--- src/rtl/mem_dump_ctrl.sv ---
// -----------------------------------------------------------------------------
// mem_dump_ctrl
//
// Debug-bus initiator for the memory subsystem's check port. On a start request
// it walks a range of data-memory word addresses over the check bus, registers
// each returned word, and streams {address, data} beats on a valid/ready
// interface toward the debug output path. It only touches the check bus, so it
// never disturbs CPU execution.
//
// Ports
//   clk             in   system clock, rising-edge active
//   rstn            in   asynchronous active-low reset
//   start           in   one-cycle dump request, sampled only when idle
//   base_addr[31:0] in   first word address, sampled with start
//   count[CNT_W-1:0]in   number of words to dump, sampled with start
//   busy            out  high whenever a dump is in progress (not idle)
//   done            out  one-cycle pulse when a dump finishes (also count = 0)
//   mem_check_addr  out  address driven onto the memory debug bus
//   mem_check_data  in   combinational read data from the memory debug bus
//   out_addr        out  address of the word currently presented
//   out_data        out  registered memory word currently presented
//   out_valid       out  stream valid
//   out_ready       in   stream ready from the consumer
//
// Per word the controller spends one cycle driving the address (SET), one
// cycle capturing the data (CAP) and at least one cycle presenting the beat
// (SEND). All outputs come straight from flops.
// -----------------------------------------------------------------------------
module mem_dump_ctrl #(
  parameter int unsigned CNT_W = 16
) (
  input  logic             clk,
  input  logic             rstn,
  input  logic             start,
  input  logic [31:0]      base_addr,
  input  logic [CNT_W-1:0] count,
  output logic             busy,
  output logic             done,
  output logic [31:0]      mem_check_addr,
  input  logic [31:0]      mem_check_data,
  output logic [31:0]      out_addr,
  output logic [31:0]      out_data,
  output logic             out_valid,
  input  logic             out_ready
);

  // FSM encoding
  localparam logic [2:0] ST_IDLE = 3'd0;
  localparam logic [2:0] ST_SET  = 3'd1;
  localparam logic [2:0] ST_CAP  = 3'd2;
  localparam logic [2:0] ST_SEND = 3'd3;
  localparam logic [2:0] ST_DONE = 3'd4;

  localparam logic [CNT_W-1:0] REM_ZERO = {CNT_W{1'b0}};
  localparam logic [CNT_W-1:0] REM_ONE  = {{(CNT_W-1){1'b0}}, 1'b1};

  logic [2:0]       state_q,          state_d;
  logic [31:0]      cur_q,            cur_d;
  logic [CNT_W-1:0] rem_q,            rem_d;
  logic             busy_q,           busy_d;
  logic             done_q,           done_d;
  logic [31:0]      mem_check_addr_q, mem_check_addr_d;
  logic [31:0]      out_addr_q,       out_addr_d;
  logic [31:0]      out_data_q,       out_data_d;
  logic             out_valid_q,      out_valid_d;
  logic             handshake_s;

  assign handshake_s = out_valid_q & out_ready;

  // Next-state and datapath logic for the dump sequencer
  always_comb begin
    state_d          = state_q;
    cur_d            = cur_q;
    rem_d            = rem_q;
    mem_check_addr_d = mem_check_addr_q;
    out_addr_d       = out_addr_q;
    out_data_d       = out_data_q;
    out_valid_d      = out_valid_q;

    case (state_q)
      ST_IDLE: begin
        if (start) begin
          if (count != REM_ZERO) begin
            cur_d   = base_addr;
            rem_d   = count;
            state_d = ST_SET;
          end else begin
            // Empty dump: report completion without touching memory.
            state_d = ST_DONE;
          end
        end else begin
          state_d = ST_IDLE;
        end
      end

      ST_SET: begin
        // Address goes out registered; memory data settles during CAP.
        mem_check_addr_d = cur_q;
        state_d          = ST_CAP;
      end

      ST_CAP: begin
        out_data_d  = mem_check_data;
        out_addr_d  = cur_q;
        out_valid_d = 1'b1;
        state_d     = ST_SEND;
      end

      ST_SEND: begin
        if (handshake_s) begin
          out_valid_d = 1'b0;
          // Stop on rem = 1 so the counter never wraps below zero.
          if (rem_q == REM_ONE) begin
            state_d = ST_DONE;
          end else begin
            cur_d   = cur_q + 32'd1;
            rem_d   = rem_q - REM_ONE;
            state_d = ST_SET;
          end
        end else begin
          // Stall: beat held unchanged until the consumer takes it.
          state_d = ST_SEND;
        end
      end

      ST_DONE: begin
        state_d = ST_IDLE;
      end

      default: begin
        state_d     = ST_IDLE;
        out_valid_d = 1'b0;
      end
    endcase

    // Status flags are derived from the next state so they line up with it.
    busy_d = (state_d != ST_IDLE);
    done_d = (state_d == ST_DONE);
  end

  // State and output registers with asynchronous reset
  always_ff @(posedge clk or negedge rstn) begin
    if (!rstn) begin
      state_q          <= ST_IDLE;
      cur_q            <= 32'd0;
      rem_q            <= REM_ZERO;
      busy_q           <= 1'b0;
      done_q           <= 1'b0;
      mem_check_addr_q <= 32'd0;
      out_addr_q       <= 32'd0;
      out_data_q       <= 32'd0;
      out_valid_q      <= 1'b0;
    end else begin
      state_q          <= state_d;
      cur_q            <= cur_d;
      rem_q            <= rem_d;
      busy_q           <= busy_d;
      done_q           <= done_d;
      mem_check_addr_q <= mem_check_addr_d;
      out_addr_q       <= out_addr_d;
      out_data_q       <= out_data_d;
      out_valid_q      <= out_valid_d;
    end
  end

  assign busy           = busy_q;
  assign done           = done_q;
  assign mem_check_addr = mem_check_addr_q;
  assign out_addr       = out_addr_q;
  assign out_data       = out_data_q;
  assign out_valid      = out_valid_q;

endmodule

--- config.mk ---
export PLATFORM = sky130hd
export DESIGN_NAME = mem_dump_ctrl
export DESIGN_NICKNAME = d
export VERILOG_FILES = /design/src/rtl/mem_dump_ctrl.sv
export SDC_FILE = /design/constraint.sdc
export NUM_CORES = 1
export LEC_CHECK = 0
export CORE_ASPECT_RATIO = 2
export CORE_MARGIN = 2
export CORE_UTILIZATION = 25
export CTS_CLUSTER_DIAMETER = 150
export DETAILED_ROUTE_END_ITERATION = 8
export HOLD_SLACK_MARGIN = 0.1
export PLACE_DENSITY = 0.57
export REMOVE_ABC_BUFFERS = 1
export SYNTH_ARGS = -nofsm -noshare
export SYNTH_HDL_FRONTEND = slang
export SYNTH_SLANG_ARGS = --single-unit
--- constraint.sdc ---
create_clock -name clk -period 4.5 [get_ports clk]
set_input_delay 1.35 -clock clk [delete_from_list [all_inputs] [get_ports clk]]
set_output_delay 1.35 -clock clk [all_outputs]
set_load 0.05 [all_outputs]
==> results.toml, run 1 <==
[synthesis]
synthArstFlopShare_pct = 100
ys_seq_area_share_pct = 53.0
synth_area_leaders = "dfrtp_1, mux2_2, o21ai_0"
avgSynthCellArea_um2 = 11.0
syn_inst = 642
syn-cell-area_mm2 = 0.00708
yosysTopAreaCell = "dfrtp_1"
synth_edf_count = 0
synth.distinct_cells = 54
yosys_most_used_dff = "dfrtp_1"
ys_ff_latch = 150
yosysWarningCount = 0
synth.top_cell.area_share_pct = 53.0

[setup_path]
crit_fanout = 25
cpLargestDelayFamily = "simple AND/OR/NAND/NOR gates"
max_stage_delay_ps = 670
crit_start = "count[10]"
path_cells = "clkdlybuf4s50_1 > nor4_1 > nand4_1 > or4_1 > buf_4 > a31o_2 > a21boi_0"
endpoint_kind = "flop"
worstPathRequired_ps = 4810
cpMaxStageDelayCell = "nor4_1"
crit_path_start_kind = "input port"
worstReg2RegStart = "rem_q[6]$_DFFE_PN0P_"
critical_path_class = "input port to flop"
crit_buf_inv = 2
critPathArrivalTime_ps = 4100

[clock_tree]
cts_root_buf = "clkbuf_16"
cts_resized = 0
cts_tree = "yes"
postCtsSetupBuffers = 0
cts.clk_slew.worst_paths_ps = 70
htreeDepth = 4
clk_latency_ps = 440
cts_buffer_depth = 2
ctsHoldBuffers = 0
clock_sinks = 150
numCtsBuffers = 17

[sta]
setup_tns_ps = 0
post-route-min-period_ps = 3790
rsz0062_at_grt = "false"
slew_headroom_pct = 36.5
finClkSkew_ps = 10.2
fmax_mhz = 264
setup_viol = 0
final_hold_viol_count = 0
worst_pin_slew_ps = 944
maxSlewViolCount = 0
finalCritPeriodShare_pct = 84.2

[global_routing]
grt.total_usage_pct = 16.1
antenna_found_initial = 1
grt_overflow = 0
grt_pass1_wl_um = 36000
grt_max_degree = 75
first_global_vias = 6254

[die]
start_util_pct = 25.2
die_y_um = 242
rows = 87
io_pins = 183
die-area_mm2 = 0.0298
core-area_mm2 = 0.0281
die_w_um = 123

[detailed_routing]
ant_nets = 0
route.detailed.drc = 0
routed.top_layer = "met4"
routedWlPerCell_um = 19.8
vias_per_cell = 5.07
dr.pass1.iters = 4
dr_wl_met2_um = 13200
wl_met1_um = 8480
first_iter_violations = 279
route.vias.total = 5982
wl_met3_um = 902
routed_wl_um = 23300

[placed_design]
hpwl_um = 16700
portBuffers = 182
place_congestion = 0.881

[pwr]
vdd_drop_max_uv = 362
p_per_area_mw_per_mm2 = 890
p_leak_nw = 3.81

[run]
drv_cap = 0

[worst_hold_path]
hold_path_class = "flop to flop"
worstHoldStart = "out_data[28]$_DFFE_PN0P_"

[cells_and_area]
num-nets-final = 897
drive_above_1_share_pct = 18.6
areaGrowthSynthToFinish_pct = 40.0
final_core_util_pct = 35.3

[outcome]
run_status = "completed"
==> routing by layer <==
| layer | track usage (%) | vias up |
|---|---|---|
| li1 | - | 2766 |
| met1 | 17.1 | 2998 |
| met2 | 29.6 | 181 |
| met3 | 3.13 | 37 |
| met4 | 7.25 | 0 |
| met5 | 0 | - |
==> Yosys cell counts (4+ instances only) <==
| master | instances |
|---|---|
| or4_1 | 6 |
| nor3_1 | 21 |
| dfrtp_1 | 150 |
| a21oi_1 | 33 |
| inv_1 | 7 |
| and2_1 | 4 |
| buf_2 | 4 |
| nand4_1 | 9 |
| nand3_1 | 23 |
| a31oi_1 | 27 |
| o21ai_0 | 37 |
| nor2_1 | 30 |
| nand2b_1 | 4 |
| a22oi_1 | 7 |
| clkbuf_1 | 37 |
| mux2_2 | 96 |
| o32ai_1 | 4 |
| buf_1 | 6 |
| a22o_1 | 4 |
| nor4_1 | 11 |
| o22ai_1 | 7 |
| a211oi_1 | 4 |
| and4_1 | 7 |
| o31ai_1 | 15 |
| nand2_1 | 36 |
==> layout by cell type (no fill, tap or decap), types with 4 or more instances in the layout <==
| cell | n |
|---|---|
| a211oi_1 | 4 |
| a21oi_1 | 33 |
| a22o_1 | 4 |
| a22oi_1 | 7 |
| a31oi_1 | 27 |
| and2_1 | 4 |
| and4_1 | 7 |
| buf_4 | 12 |
| clkbuf_16 | 17 |
| clkdlybuf4s50_1 | 181 |
| dfrtp_1 | 150 |
| inv_1 | 7 |
| mux2_2 | 96 |
| nand2_1 | 36 |
| nand2b_1 | 4 |
| nand3_1 | 23 |
| nand4_1 | 9 |
| nor2_1 | 29 |
| nor3_1 | 21 |
| nor4_1 | 10 |
| o21ai_0 | 37 |
| o22ai_1 | 7 |
| o31ai_1 | 15 |
| o32ai_1 | 4 |
| or4_1 | 6 |
==> flip-flops by register name, summed over array words and instances (netlist names) <==
signal	count
rem_q	16
out_valid	1
mem_check_addr	32
busy	1
done	1
state_q	3
cur_q	32
out_data	32
out_addr	32
==> logic make-up (layout without fill, tap and decap cells) <==
family                     Yosys count  after routing  share of synthesized area, %
AOI/OAI and AO/OA                  171            171                          15.7
adders and majority gates            3              3                         0.530
buffers and inverters               54            234                          2.93
DFF                                150            150                          53.0
muxes                               97             97                          15.4
other                                0              1                             0
and+or+nand+nor                    167            167                          12.4
==> power by group <==
part | internal (mW) | total (mW) | switching [mW] | leakage, nW
clock | 0.869 | 1.47 | 0.597 | 0.283
combinational | 1.80 | 4.74 | 2.94 | 1.77
sequential | 2.01 | 2.61 | 0.603 | 1.76
==> through the flow <==
stage | area, um^2 | power (mW) | worst slack, ps | std cells | hold WS [ps]
after floorplan | 6900 | 5.73 | -1510 | 595 | 485
after global placement | 9320 | 7.36 | 375 | 1147 | 487
after detailed placement | 9320 | 7.41 | 371 | 1147 | 494
after CTS | 9910 | 8.92 | 849 | 1178 | 509
after global routing | 9910 | 9.32 | 708 | 1179 | 518
final | 9910 | 8.82 | 712 | 1179 | 504
==> layout make-up <==
class / count / area (um^2)
diodes: 1 / 2.50
clock buffers: 19 / 433
clock inverters: 12 / 155
fillers: 2834 / 18200
inverters: 7 / 26.3
multi-input cells: 438 / 3140
flip-flops and latches: 150 / 3750
well taps: 356 / 445
repair buffers: 196 / 1950
==> worst paths after layout <==
kind / end / slack [ps] / cells after the start
worst min register to register: out_data[28]$_DFFE_PN0P_ / 500 / 1
worst min-delay path: out_data[28]$_DFFE_PN0P_ / 500 / 1
worst max-delay path: cur_q[7]$_DFFE_PN0P_ / 710 / 7
worst max register to register: cur_q[25]$_DFFE_PN0P_ / 1630 / 7
min in group asynchronous: out_addr[15]$_DFFE_PN0P_ / 920 / 1
max in group asynchronous: rem_q[1]$_DFFE_PN0P_ / 2760 / 2
Power figures use the tool's default switching activity.
==> inputs of run 2 (changes only) <==
- clock period: 4.5 -> 3.7 ns (I/O delays scaled with it)
==> run 2 against run 1 <==
Compared with the run above: clock power rose by 22%; register-to-register slack got worse by 540 ps; worst setup slack got worse by 410 ps; flip-flop and latch count did not move; final area rose by 0.73%; critical path type unchanged; critical endpoint is now cur_q[24]$_DFFE_PN0P_; highest routed layer unchanged.
==> results.toml, run 2 (synthesis gave the netlist of run 1 again) <==
[die]
rows = 87
start_util_pct = 25.2
die-area_mm2 = 0.0298
die_w_um = 123
die_y_um = 242
io_pins = 183
core-area_mm2 = 0.0281

[cells_and_area]
layout_commonest_cell = "clkdlybuf4s50_1"
areaGrowthSynthToFinish_pct = 41.0
diodes = 0
final_core_util_pct = 35.5
fillers = 2859
layout_common_cells = "clkdlybuf4s50_1, dfrtp_1, mux2_2, o21ai_0, nand2_1"
num-nets-final = 905
drive_above_1_share_pct = 19.7

[placed_design]
portBuffers = 182
hpwl_um = 16400
place_congestion = 0.873
place_ws_ps = -141

[setup_path]
crit_start = "count[11]"
crit_buf_inv = 3
cpMaxStageDelayCell = "nor4_1"
r2r_slack_ps = 1090
ff2ff_path_depth = 5
critPathArrivalTime_ps = 3740
r2r_end = "cur_q[21]$_DFFE_PN0P_"
worstPathRequired_ps = 4040
cpLargestDelayFamily = "simple AND/OR/NAND/NOR gates"
crit_path_frequent_cell = "buf_4"
worstReg2RegStart = "cur_q[9]$_DFFE_PN0P_"
path_cells = "clkdlybuf4s50_1 > nor4_1 > nand4_1 > buf_4 > nor4_2 > buf_4 > a211oi_1 > o22a_1"
crit_path_start_kind = "input port"
endpoint_kind = "flop"
max_stage_delay_ps = 620
critical_path_class = "input port to flop"
crit_fanout = 17

[global_routing]
grt.total_usage_pct = 15.6
grt_pass1_wl_um = 35200
first_global_vias = 6204
grt_overflow = 0
antenna_found_initial = 0
grt_max_degree = 75

[pwr]
p_leak_nw = 3.86
pwr-share-clk_pct = 16.8
swShare_pct = 47.2
p_per_area_mw_per_mm2 = 1070
power_frac_comb_pct = 53.7
power_switching_mw = 5.06
seqPwrFrac_pct = 29.6
internal_power_mw = 5.67
vdd_drop_max_uv = 538

[sta]
whs_ps = 506
final_hold_viol_count = 0
maxSlewViolCount = 0
post-route-min-period_ps = 3400
fmax_mhz = 294
finClkSkew_ps = 11.0
setup_viol = 0
setup_tns_ps = 0
rsz0062_at_grt = "false"
slew_headroom_pct = 49.3
setup_ws_ps = 297
finalCritPeriodShare_pct = 92.0
worst_pin_slew_ps = 761

[worst_hold_path]
hold-path-endpoint = "mem_check_addr[3]$_DFFE_PN0P_"
worstHoldStart = "mem_check_addr[3]$_DFFE_PN0P_"
hold_path_class = "flop to flop"
min_path_cells = 1

[run]
drv_cap = 0

[clock_tree]
ctsHoldBuffers = 0
clock_sinks = 150
cts_tree = "yes"
cts_buffer_depth = 2
cts_root_buf = "clkbuf_16"
cts_resized = 0
clk_latency_ps = 450
cts.clk_slew.worst_paths_ps = 70
postCtsSetupBuffers = 0
htreeDepth = 4
numCtsBuffers = 17

[detailed_routing]
ant_nets = 0
first_iter_violations = 353
route.detailed.drc = 0
routedWlPerCell_um = 19.3
dr.pass1.iters = 5
vias_per_cell = 5.11
route.vias.total = 6064
routed_wl_um = 22900

[outcome]
run_status = "completed"
## run 2: changes by cell type in the layout (fill, tap and decap cells not counted)
cell       change
diode_2        -1
clkbuf_8       +1
bufinv_16      -1
inv_6          +3
inv_8          +2
buf_4          +8
clkbuf_1       -2
clkinv_2       -2
## run 2: area by class of cell
| type | instances | area (um^2) | area share (%) |
|---|---|---|---|
| Tap cell | 356 | 445 | 4.46 |
| Multi-Input combinational cell | 438 | 3140 | 31.5 |
| Clock buffer | 18 | 439 | 4.40 |
| Inverter | 7 | 26.3 | 0.263 |
| Sequential cell | 150 | 3750 | 37.6 |
| Clock inverter | 14 | 164 | 1.64 |
| Timing Repair Buffer | 204 | 2010 | 20.2 |
## run 2: power by group through the flow
| stage | clock network, mW | registers [mW] | logic [mW] |
|---|---|---|---|
| floorplan | 0 | 4.84 | 2.13 |
| global placement | 0 | 3.18 | 5.74 |
| detailed placement | 0 | 3.21 | 5.79 |
| CTS | 1.86 | 3.18 | 5.80 |
| global route | 1.91 | 3.29 | 6.10 |
| finish | 1.80 | 3.18 | 5.76 |
## run 2: metal layers
metal / wire, um / GRT usage [%] / share of wire [%] / vias to the layer above
met1: 8630 / 16.9 / 38 / 3063
li1: - / - / - / 2784
met2: 12500 / 28.2 / 55 / 176
met4: 946 / 8.16 / 4.1 / 0
met3: 820 / 2.66 / 3.6 / 41
met5: 0 / 0 / 0 / -
## run 2: worst max path at each step
stage                     depth (start not counted)  slack, ps                       to
after CTS                                         8        350    cur_q[24]$_DFFE_PN0P_
after global routing                              8        300    cur_q[24]$_DFFE_PN0P_
final                                             8        300    cur_q[24]$_DFFE_PN0P_
after global placement                            7       -120     cur_q[7]$_DFFE_PN0P_
after detailed placement                          8       -140    cur_q[24]$_DFFE_PN0P_
after floorplan                                   2      -2310  out_addr[0]$_DFFE_PN0P_
## run 2: stage by stage
stage	instances	power, mW	instance area, um^2
after floorplan	595	6.97	6900
after global placement	1155	8.92	9380
after detailed placement	1155	8.99	9380
after CTS	1187	10.8	9980
after global routing	1187	11.3	9980
final	1187	10.7	9980
## run 2: worst reg2reg max path: cells and delay by family (launching register included)
kind / cells / cell delay [ps]
AOI/OAI and AO/OA: 2 / 360
DFF: 1 / 520
and+or+nand+nor: 3 / 1620
